### config.mk
export PLATFORM = sky130hd
export DESIGN_NAME = brt_usb_ss_link_sched
export DESIGN_NICKNAME = d
export VERILOG_FILES = /design/src/rtl/brt_usb_ss_link_sched.sv
export SDC_FILE = /design/constraint.sdc
export NUM_CORES = 1
export LEC_CHECK = 0
export CORE_ASPECT_RATIO = 2
export CORE_MARGIN = 5
export CORE_UTILIZATION = 45
export CTS_BUF_LIST = sky130_fd_sc_hd__clkbuf_8
export DETAILED_ROUTE_END_ITERATION = 6
export PLACE_DENSITY = 0.64
export SYNTH_ARGS = -nofsm -noshare
export SYNTH_HDL_FRONTEND = slang
export SYNTH_SLANG_ARGS = --single-unit
### constraint.sdc
create_clock -name clk -period 2.3 [get_ports clk]
set_input_delay 0.23 -clock clk [delete_from_list [all_inputs] [get_ports clk]]
set_output_delay 0.23 -clock clk [all_outputs]
set_load 0.01 [all_outputs]
### src/rtl/brt_usb_ss_link_sched.sv
// brt_usb_ss_link_sched
// Sequences the host/device pass-through of the USB SS serial test harness.
// It powers VBUS first, then looks for SuperSpeed Rx terminations on both
// sides. Each detect attempt is bounded by a timeout, and the block falls back
// to the USB 2.0 HS path after MAX_ATTEMPTS failed attempts. Tests can force a
// disconnect/reconnect cycle.
//
// Ports
//   clk                        harness clock
//   rst                        synchronous reset, active-high, highest priority
//   enable                     link enable; 0 forces OFF
//   force_disc                 single-cycle disconnect request
//   vip_ss_termination_host    host VIP SS Rx termination present
//   vip_ss_termination_device  device VIP SS Rx termination present
//   vip_hs_termination_host    host VIP HS termination present
//   vip_hs_termination_device  device VIP HS termination present
//   vbus_en                    connect VBUS between host and device
//   ss_lane_en                 pass SS lanes (0 = electrical idle)
//   hs_path_en                 pass HS terminations and D+/D-
//   link_state                 encoded FSM state
//   ss_up                      one-cycle pulse on entry to SS_ACTIVE
//   attempt_cnt                failed SS detect attempts since last VBUS_WAIT
//   disc_cnt                   completed disconnects, saturating at 255
//
// state          | meaning
// ---------------+--------------------------------------------------------
// OFF        (0) | everything disconnected, waiting for enable
// VBUS_WAIT  (1) | VBUS on, settling for VBUS_DLY cycles
// SS_DETECT  (2) | VBUS on, looking for debounced SS terminations on both sides
// SS_ACTIVE  (3) | SS lanes passed through
// HS_ACTIVE  (4) | HS fallback path passed through
// DISCONNECT (5) | VBUS off for DISC_CYCLES, then reconnect

module brt_usb_ss_link_sched #(
  parameter int VBUS_DLY     = 16,
  parameter int DEBOUNCE     = 8,
  parameter int DET_TIMEOUT  = 1024,
  parameter int MAX_ATTEMPTS = 3,
  parameter int DISC_CYCLES  = 64,
  parameter int CW           = 16
) (
  input  logic       clk,
  input  logic       rst,
  input  logic       enable,
  input  logic       force_disc,
  input  logic       vip_ss_termination_host,
  input  logic       vip_ss_termination_device,
  input  logic       vip_hs_termination_host,
  input  logic       vip_hs_termination_device,
  output logic       vbus_en,
  output logic       ss_lane_en,
  output logic       hs_path_en,
  output logic [2:0] link_state,
  output logic       ss_up,
  output logic [3:0] attempt_cnt,
  output logic [7:0] disc_cnt
);

  typedef enum logic [2:0] {
    ST_OFF        = 3'd0,
    ST_VBUS_WAIT  = 3'd1,
    ST_SS_DETECT  = 3'd2,
    ST_SS_ACTIVE  = 3'd3,
    ST_HS_ACTIVE  = 3'd4,
    ST_DISCONNECT = 3'd5
  } state_t;

  localparam int DW = $clog2(DEBOUNCE + 1);

  localparam logic [CW-1:0] T_VBUS_LAST = CW'(VBUS_DLY - 1);
  localparam logic [CW-1:0] T_DET_LAST  = CW'(DET_TIMEOUT - 1);
  localparam logic [CW-1:0] T_DISC_LAST = CW'(DISC_CYCLES - 1);
  localparam logic [DW-1:0] DEB_LAST    = DW'(DEBOUNCE - 1);
  localparam logic [3:0]    ATT_MAX     = 4'(MAX_ATTEMPTS);

  state_t        r_state;
  logic [CW-1:0] r_timer;
  logic [DW-1:0] r_deb;

  state_t        w_nxt;
  logic          w_enter;
  logic          w_att_inc;
  logic          w_disc_inc;
  logic          w_ss_both;
  logic          w_hs_both;
  logic          w_deb_cond;
  logic          w_deb_done;
  logic [3:0]    w_att_plus;

  assign w_ss_both  = vip_ss_termination_host & vip_ss_termination_device;
  assign w_hs_both  = vip_hs_termination_host & vip_hs_termination_device;
  assign w_att_plus = attempt_cnt + 4'd1;

  // One debounce counter serves every state: only the condition it watches
  // changes with the state.
  always_comb begin
    w_deb_cond = 1'b0;
    case (r_state)
      ST_SS_DETECT: w_deb_cond = w_ss_both;
      ST_SS_ACTIVE: w_deb_cond = ~w_ss_both;
      ST_HS_ACTIVE: w_deb_cond = ~w_hs_both;
      default:      w_deb_cond = 1'b0;
    endcase
  end

  assign w_deb_done = w_deb_cond && (r_deb == DEB_LAST);

  // w_enter marks every state entry, including re-entry of SS_DETECT after a
  // timed-out attempt and DISCONNECT restarting on a repeated force_disc.
  always_comb begin
    w_nxt      = r_state;
    w_enter    = 1'b0;
    w_att_inc  = 1'b0;
    w_disc_inc = 1'b0;
    if (r_state > ST_DISCONNECT) begin
      w_nxt   = ST_OFF;
      w_enter = 1'b1;
    end else if (!enable) begin
      w_nxt   = ST_OFF;
      w_enter = (r_state != ST_OFF);
    end else if (force_disc && (r_state != ST_OFF)) begin
      w_nxt   = ST_DISCONNECT;
      w_enter = 1'b1;
    end else begin
      case (r_state)
        ST_OFF: begin
          w_nxt   = ST_VBUS_WAIT;
          w_enter = 1'b1;
        end
        ST_VBUS_WAIT: begin
          if (r_timer == T_VBUS_LAST) begin
            w_nxt   = ST_SS_DETECT;
            w_enter = 1'b1;
          end
        end
        ST_SS_DETECT: begin
          // A debounce that completes on the timeout cycle counts as success.
          if (w_deb_done) begin
            w_nxt   = ST_SS_ACTIVE;
            w_enter = 1'b1;
          end else if (r_timer == T_DET_LAST) begin
            w_att_inc = 1'b1;
            w_enter   = 1'b1;
            w_nxt     = (w_att_plus == ATT_MAX) ? ST_HS_ACTIVE : ST_SS_DETECT;
          end
        end
        ST_SS_ACTIVE: begin
          if (w_deb_done) begin
            w_nxt   = ST_SS_DETECT;
            w_enter = 1'b1;
          end
        end
        ST_HS_ACTIVE: begin
          if (w_deb_done) begin
            w_nxt   = ST_DISCONNECT;
            w_enter = 1'b1;
          end
        end
        ST_DISCONNECT: begin
          if (r_timer == T_DISC_LAST) begin
            w_nxt      = ST_VBUS_WAIT;
            w_enter    = 1'b1;
            w_disc_inc = 1'b1;
          end
        end
        default: begin
          w_nxt   = ST_OFF;
          w_enter = 1'b1;
        end
      endcase
    end
  end

  // Outputs decode the next state so that they are valid on the first cycle
  // of each state.
  always_ff @(posedge clk) begin
    if (rst) begin
      r_state     <= ST_OFF;
      r_timer     <= '0;
      r_deb       <= '0;
      vbus_en     <= 1'b0;
      ss_lane_en  <= 1'b0;
      hs_path_en  <= 1'b0;
      link_state  <= 3'd0;
      ss_up       <= 1'b0;
      attempt_cnt <= 4'd0;
      disc_cnt    <= 8'd0;
    end else begin
      r_state <= w_nxt;

      if (w_enter)
        r_timer <= '0;
      else if (r_timer != '1)
        r_timer <= r_timer + 1'b1;

      if (w_enter || !w_deb_cond)
        r_deb <= '0;
      else
        r_deb <= r_deb + 1'b1;

      if (w_enter && (w_nxt == ST_VBUS_WAIT))
        attempt_cnt <= 4'd0;
      else if (w_att_inc)
        attempt_cnt <= w_att_plus;

      if (w_disc_inc && (disc_cnt != 8'hFF))
        disc_cnt <= disc_cnt + 8'd1;

      link_state <= w_nxt;
      vbus_en    <= (w_nxt == ST_VBUS_WAIT) || (w_nxt == ST_SS_DETECT) ||
                    (w_nxt == ST_SS_ACTIVE) || (w_nxt == ST_HS_ACTIVE);
      ss_lane_en <= (w_nxt == ST_SS_ACTIVE);
      hs_path_en <= (w_nxt == ST_HS_ACTIVE);
      ss_up      <= (w_nxt == ST_SS_ACTIVE) && (r_state != ST_SS_ACTIVE);
    end
  end

endmodule

==> impl_results.md, run 1 <==
* Status: finished clean
* CP Launch Type: flop
* Worst slew pin tran at 0.554 ns
* Skew final at about 0.0093 ns
* TNS Setup at 0 ns
* Post-CTS setup buffer count at 0
* Unrepaired setup endpoints after global routing: false
* Pre-antenna DRT Iters at 4
* Clock tree buffer depth at 2
* Worst R2R Start: r_timer[0]
* Static leakage at 1.03 nW
* Remaining antenna violation count at 0
* I/O pin count at 27
* Final worst setup slack at 0.219 ns
* Initial antenna violation count at 0
* Mapped Nets at between 200 and 300
* Max incr delay on CP at 0.39 ns
* Final nets at 312
* Worst EP arrival at 2.30 ns
* # rows at 36
* WS Path Type: reg -> reg
* Required @ worst endpoint at 2.52 ns
* CTS tree: done
* Core Area at about 5000 um^2
* Setup crit start: r_timer[0]
* Area leader, netlist: dfxtp_1
* Total power at 1.36 mW
* Root Buffer: clkbuf_8
* Final core utilization at 56.0%
* Inst Count DP at 349
* Port buffer count at 26
* Clock buffer count from CTS at 5
* Chip height at 110 um
* Top-count cell post-synth: dfxtp_1
* Final setup fails at 0
* CTS HTree Levels at 2
* Post-layout min period at between 2 and 2.5 ns
* Pre-CTS WS at about 0.16 ns
* Ratio of cells with drive above 1 in the final layout at a little over an eighth
* Hold Slack at 0.446 ns
* Post-synth EDFFs at 0
* Area after DPL at ~2600 um^2
* Net Switching at between 0.3 and 0.4 mW
* Synthesis warning total at 0
* Async set-reset flop share out of synthesis at 0%
* Yosys cell types at 50
* Max Freq at 481 MHz
* Max-cap viol count at 0
* Sw frac at 22.7%
* Sink Count at 39
* Worst reg2reg setup slack at 0.22 ns
* # DRC at 0
* Max-slew violation count at 0
* Netlist Area Pre-Place at 2260 um^2
* Grt ovf at 0
* P per Cell Area at 499 nW/um^2
* Vias after detailed routing at 1960
* Worst Setup End Kind: flop
* Non-filler instance count after layout at between 300 and 400
* RePlAce Congestion at roughly 0.88
* Crit path cell chain: ha_1 > and3_1 > nand3_1 > nor4_4 > and3_2 > o31ai_2 > a31oi_1
* Post-route cell area at roughly 2700 um^2
* Dominant cells by area after synthesis: dfxtp_1 35%, nor2_1 6.3%, xnor2_1 6.2%, nor4_4 4.7%, nand3_1 4.4%
* Logic pwr share at 7.6%
* Reg2Reg Depth at 7
* Worst hold path type: reg -> reg
* DRT iter0 DRCs at 58
* Reg power frac at 50.5%
* DRT Wirelength at 5120 um
* Share of the synthesized area in the top cell type at 34.5%
* CP Capture Point: attempt_cnt[1]
* CP max FO at 5
* Final worst-path cycle share at about 90%
* Detail Placement HPWL at 4070 um
* Number of global-route vias before repair at 1976
* Worst-Skew Late Latency at 0.29 ns
* Post-synth top cells: 39 x dfxtp_1, 38 x nor2_1, 20 x nand2_1, 20 x nand3_1, 16 x xnor2_1
* Layout area overhead at 20.5%
* Vias per cell at 5.49
* Slew headroom at 63.0%
* Synth Instances at 266
* Worst r2r dst: attempt_cnt[1]
* Starting Density at 46.5%
* # hold bufs at CTS at 0
* Die ar. at 6630 um^2
* GRT Total Usage at 17.4%
* Max IR drop VDD at 0.545 mV
* Clk pwr share at 42.0%
* Crit-path slowest cell: dfxtp_1
* Avg Inst Size Synth at 8.50 um^2
* Inserted Diodes at 0
* Sequential cell area fraction in the yosys report at 34.5%
* Global-route wire length before repair at 8800 um
* Worst-path clk slew at around 0.08 ns
* Pin count of the biggest net entering global routing at 14
* Routed len/inst at between 10 and 15 um
* Ys flop type: dfxtp_1
* FF+latch count, synth at 39
* Internal power at 1.05 mW
* Chip width at 60.1 um
* Fin. Hold Viols at 0
critical path, delay by kind of cell (launching register included):
kind,cells,cell delay (ns)
fa+ha+maj,1,0.24
simple gates,4,1.11
compound gates,2,0.27
flops,1,0.39
placed cells by master (no fill, tap or decap), types with 6 or more instances in the layout:
master / count
xor2_1: 8
inv_1: 9
clkdlybuf4s50_1: 26
a21oi_1: 10
dfxtp_1: 39
nand4_1: 7
buf_4: 11
nand3_1: 20
xnor2_1: 16
nor2_1: 38
nand2_1: 20
nor3_1: 6
and3_1: 7
cell type report:
cell class / count / area (um^2)
clock inverters: 3 / 43.8
multi-input cells: 207 / 1380
flip-flops and latches: 39 / 781
repair buffers: 37 / 343
well taps: 57 / 71.3
clock buffers: 5 / 68.8
inverters: 9 / 33.8
fillers: 478 / 2140
power groups by stage:
stage / combinational [mW] / clock, mW / sequential, mW
6_report: 0.103 / 0.570 / 0.686
5_1_grt: 0.114 / 0.616 / 0.688
4_1_cts: 0.103 / 0.585 / 0.686
3_5_place_dp: 0.102 / 0 / 0.703
3_3_place_gp: 0.103 / 0 / 0.702
2_1_floorplan: 0.0641 / 0 / 0.701
cells by family (layout without fill, tap and decap cells):
| family | count (synthesis) | in the layout | synth area share, % |
|---|---|---|---|
| AO/OA/AOI/OAI | 41 | 41 | 13.3 |
| XOR/XNOR | 24 | 24 | 9.30 |
| adder cells (fa/ha/maj) | 5 | 5 | 2.77 |
| buffers and inverters | 20 | 54 | 4.59 |
| flip-flops | 39 | 39 | 34.5 |
| multiplexers | 2 | 2 | 0.885 |
| AND/OR/NAND/NOR | 135 | 135 | 34.6 |
registers in the layout, indices dropped and copies added, names as in the netlist:
name	cells
hs_path_en	1
r_state	3
r_deb	4
ss_lane_en	1
attempt_cnt	4
ss_up	1
disc_cnt	8
vbus_en	1
r_timer	16
metal layers:
| metal | part of all wire (%) | global-route usage [%] | wire length [um] | vias to the layer above |
|---|---|---|---|---|
| li1 | - | - | - | 1003 |
| met1 | 37 | 17.3 | 1920 | 910 |
| met2 | 57 | 33.5 | 2890 | 34 |
| met3 | 3.1 | 2.45 | 158 | 13 |
| met4 | 3.0 | 7.92 | 151 | 0 |
| met5 | 0 | 0 | 0 | - |
repair_timing:
| item | CTS | global route |
|---|---|---|
| hold endpoints to repair | 0 | 0 |
| endpoints found under the setup margin | 0 | 8 |
| resized for setup | 0 | 3 |
how the worst min path moves through the flow:
stage	endpoint	slack [ns]	depth (start not counted)	start
finish	r_deb[0]	0.45	1	r_deb[0]
global route	r_deb[0]	0.48	1	r_deb[0]
CTS	r_deb[0]	0.45	1	r_deb[0]
detailed placement	r_deb[0]	0.44	1	r_deb[0]
global placement	r_deb[0]	0.44	1	r_deb[0]
floorplan	vbus_en	0.41	2	enable
Power figures use the tool's default switching activity.
==> run 2: changes to the inputs <==
- clock period: 2.3 -> 2.7 ns (I/O delays scaled with it)
==> run 2 against run 1 <==
Compared with the run above: combinational power decreased by 20%; clock power is 14% lower; clock skew shrank 0.0033 ns; critical endpoint is now attempt_cnt[0]; largest cell class unchanged; highest routed layer unchanged.
==> impl_results.md, run 2 (synthesis results as in run 1) <==
* Pin count of the biggest net entering global routing at 19 (was 14)
* Skew final at 0.00599 ns (was 0.00931 ns)
* Pre-antenna DRT Iters at 4 (unchanged)
* Core Area at 4860 um^2 (unchanged)
* Final nets at 304 (was 312)
* Worst Setup End Kind: flop (unchanged)
* Max-cap viol count at 0 (unchanged)
* Largest registers: r_timer: 16 flops, disc_cnt: 8 flops (unchanged)
* Vias after detailed routing at 1985 (was 1960)
* Global-route wire length before repair at 8800 um (unchanged)
* Remaining antenna violation count at 0 (unchanged)
* Biggest register: r_timer (unchanged)
* Post-CTS Resized at 0 (unchanged)
* WS Path Type: reg -> reg (unchanged)
* Number of global-route vias before repair at 2000 (was 1976)
* # rows at 36 (unchanged)
* Final setup fails at 0 (unchanged)
* Worst EP arrival at 2.32 ns (was 2.30 ns)
* Fin. Hold Viols at 0 (unchanged)
* Chip height at 110 um (unchanged)
* Fill cells at 477 (was 478)
* Required @ worst endpoint at 2.88 ns (was 2.52 ns)
* # hold bufs at CTS at 0 (unchanged)
* Slew headroom at 64.6% (was 63.0%)
* Commonest non-fill, non-tap cell in the layout: dfxtp_1 (unchanged)
* TNS Setup at 0 ns (unchanged)
* # DRC at 0 (unchanged)
* Post-route cell area at 2660 um^2 (was 2720 um^2)
* RePlAce Congestion at 0.843 (was 0.881)
* Most frequent cells in the layout: 39 x dfxtp_1, 38 x nor2_1, 26 x clkdlybuf4s50_1 (unchanged)
* CTS HTree Levels at 2 (unchanged)
* Status: finished clean (unchanged)
* Max IR drop VDD at 0.322 mV (was 0.545 mV)
* Chip width at 60.1 um (unchanged)
* Hold Slack at 0.449 ns (was 0.446 ns)
* Routed len/inst at 14.9 um (was 14.3 um)
* Worst-Skew Late Latency at 0.30 ns (was 0.29 ns)
* CTS tree: done (unchanged)
* I/O pin count at 27 (unchanged)
* Detail Placement HPWL at 4010 um (was 4070 um)
* DRT iter0 DRCs at 64 (was 58)
* Worst reg2reg setup slack at 0.56 ns (was 0.22 ns)
* Final worst-path cycle share at 79.4% (was 90.5%)
* Grt ovf at 0 (unchanged)
* Max reg flops at 16 (unchanged)
* Max-slew violation count at 0 (unchanged)
* Die ar. at 6630 um^2 (unchanged)
* Vias per cell at 5.69 (was 5.49)
* Static leakage at 0.986 nW (was 1.03 nW)
* Clock tree buffer depth at 2 (unchanged)
* CP Launch Type: flop (unchanged)
* Area after DPL at 2540 um^2 (was 2610 um^2)
* DRT Wirelength at 5210 um (was 5120 um)
* Sink Count at 39 (unchanged)
* Starting Density at 46.5% (unchanged)
* P per Cell Area at 436 nW/um^2 (was 499 nW/um^2)
* Reg2Reg Depth at 6 (was 7)
* Unrepaired setup endpoints after global routing: false (unchanged)
* Ratio of cells with drive above 1 in the final layout at 9.59% (was 13.0%)
* Post-layout min period at 2.14 ns (was 2.08 ns)
* Worst-path clk slew at 0.08 ns (about the same)
* Post-CTS setup buffer count at 0 (unchanged)
* Total power at 1.16 mW (was 1.36 mW)
* GRT Total Usage at 17.3% (was 17.4%)
* Inserted Diodes at 0 (unchanged)
* Worst slew pin tran at 0.529 ns (was 0.554 ns)
* CP max FO at 12 (was 5)
* Max Freq at 466 MHz (was 481 MHz)
* Port buffer count at 26 (unchanged)
* Worst hold path type: reg -> reg (unchanged)
* Initial antenna violation count at 0 (unchanged)
* Clock buffer count from CTS at 5 (unchanged)
* Root Buffer: clkbuf_8 (unchanged)
* Worst Hold Depth at 1 (unchanged)
* Layout area overhead at 17.5% (was 20.5%)
run 2: routing by layer:
metal,wire [um],up-vias,GRT usage (%)
li1,-,987,-
met2,2890,48,32.1
met3,166,15,3.03
met1,1970,935,16.4
met5,0,-,0
met4,190,0,11.6
run 2: path summary, 6_finish.rpt:
kind | end | startpoint
hold reg to reg | r_deb[0] | r_deb[0]
setup / recovery | attempt_cnt[0] | r_state[1]
hold / removal | r_deb[0] | r_deb[0]
setup reg to reg | attempt_cnt[0] | r_state[1]
run 2: area by class of cell:
class / instances / area, um^2 / share of cell area, %
Clock buffer: 5 / 68.8 / 2.59
Tap cell: 57 / 71.3 / 2.68
Multi-Input combinational cell: 207 / 1380 / 51.8
Timing Repair Buffer: 29 / 283 / 10.6
Inverter: 9 / 33.8 / 1.27
Sequential cell: 39 / 781 / 29.4
Clock inverter: 3 / 43.8 / 1.65
run 2: through the flow:
| stage | setup slack (ns) | util [%] | instances |
|---|---|---|---|
| floorplan | 0.810 | - | 266 |
| global placement | 0.580 | 52.3 | 341 |
| detailed placement | 0.541 | 52.3 | 341 |
| CTS | 0.575 | 54.6 | 349 |
| global route | 0.393 | 54.6 | 349 |
| finish | 0.556 | 54.6 | 349 |
run 2: where the power goes:
| part | switching (mW) | total, mW | internal [mW] |
|---|---|---|---|
| logic | 0.0454 | 0.0824 | 0.0370 |
| clock network | 0.216 | 0.491 | 0.275 |
| registers | 0.00629 | 0.586 | 0.579 |
run 2: worst max-delay path, cell delays in order, from the launching register on:
cell	delay, ns
dfxtp_1	0.60
nor2b_1	0.26
nand2_1	0.13
o211ai_1	0.33
o221ai_2	0.19
o31ai_2	0.36
a31oi_1	0.14
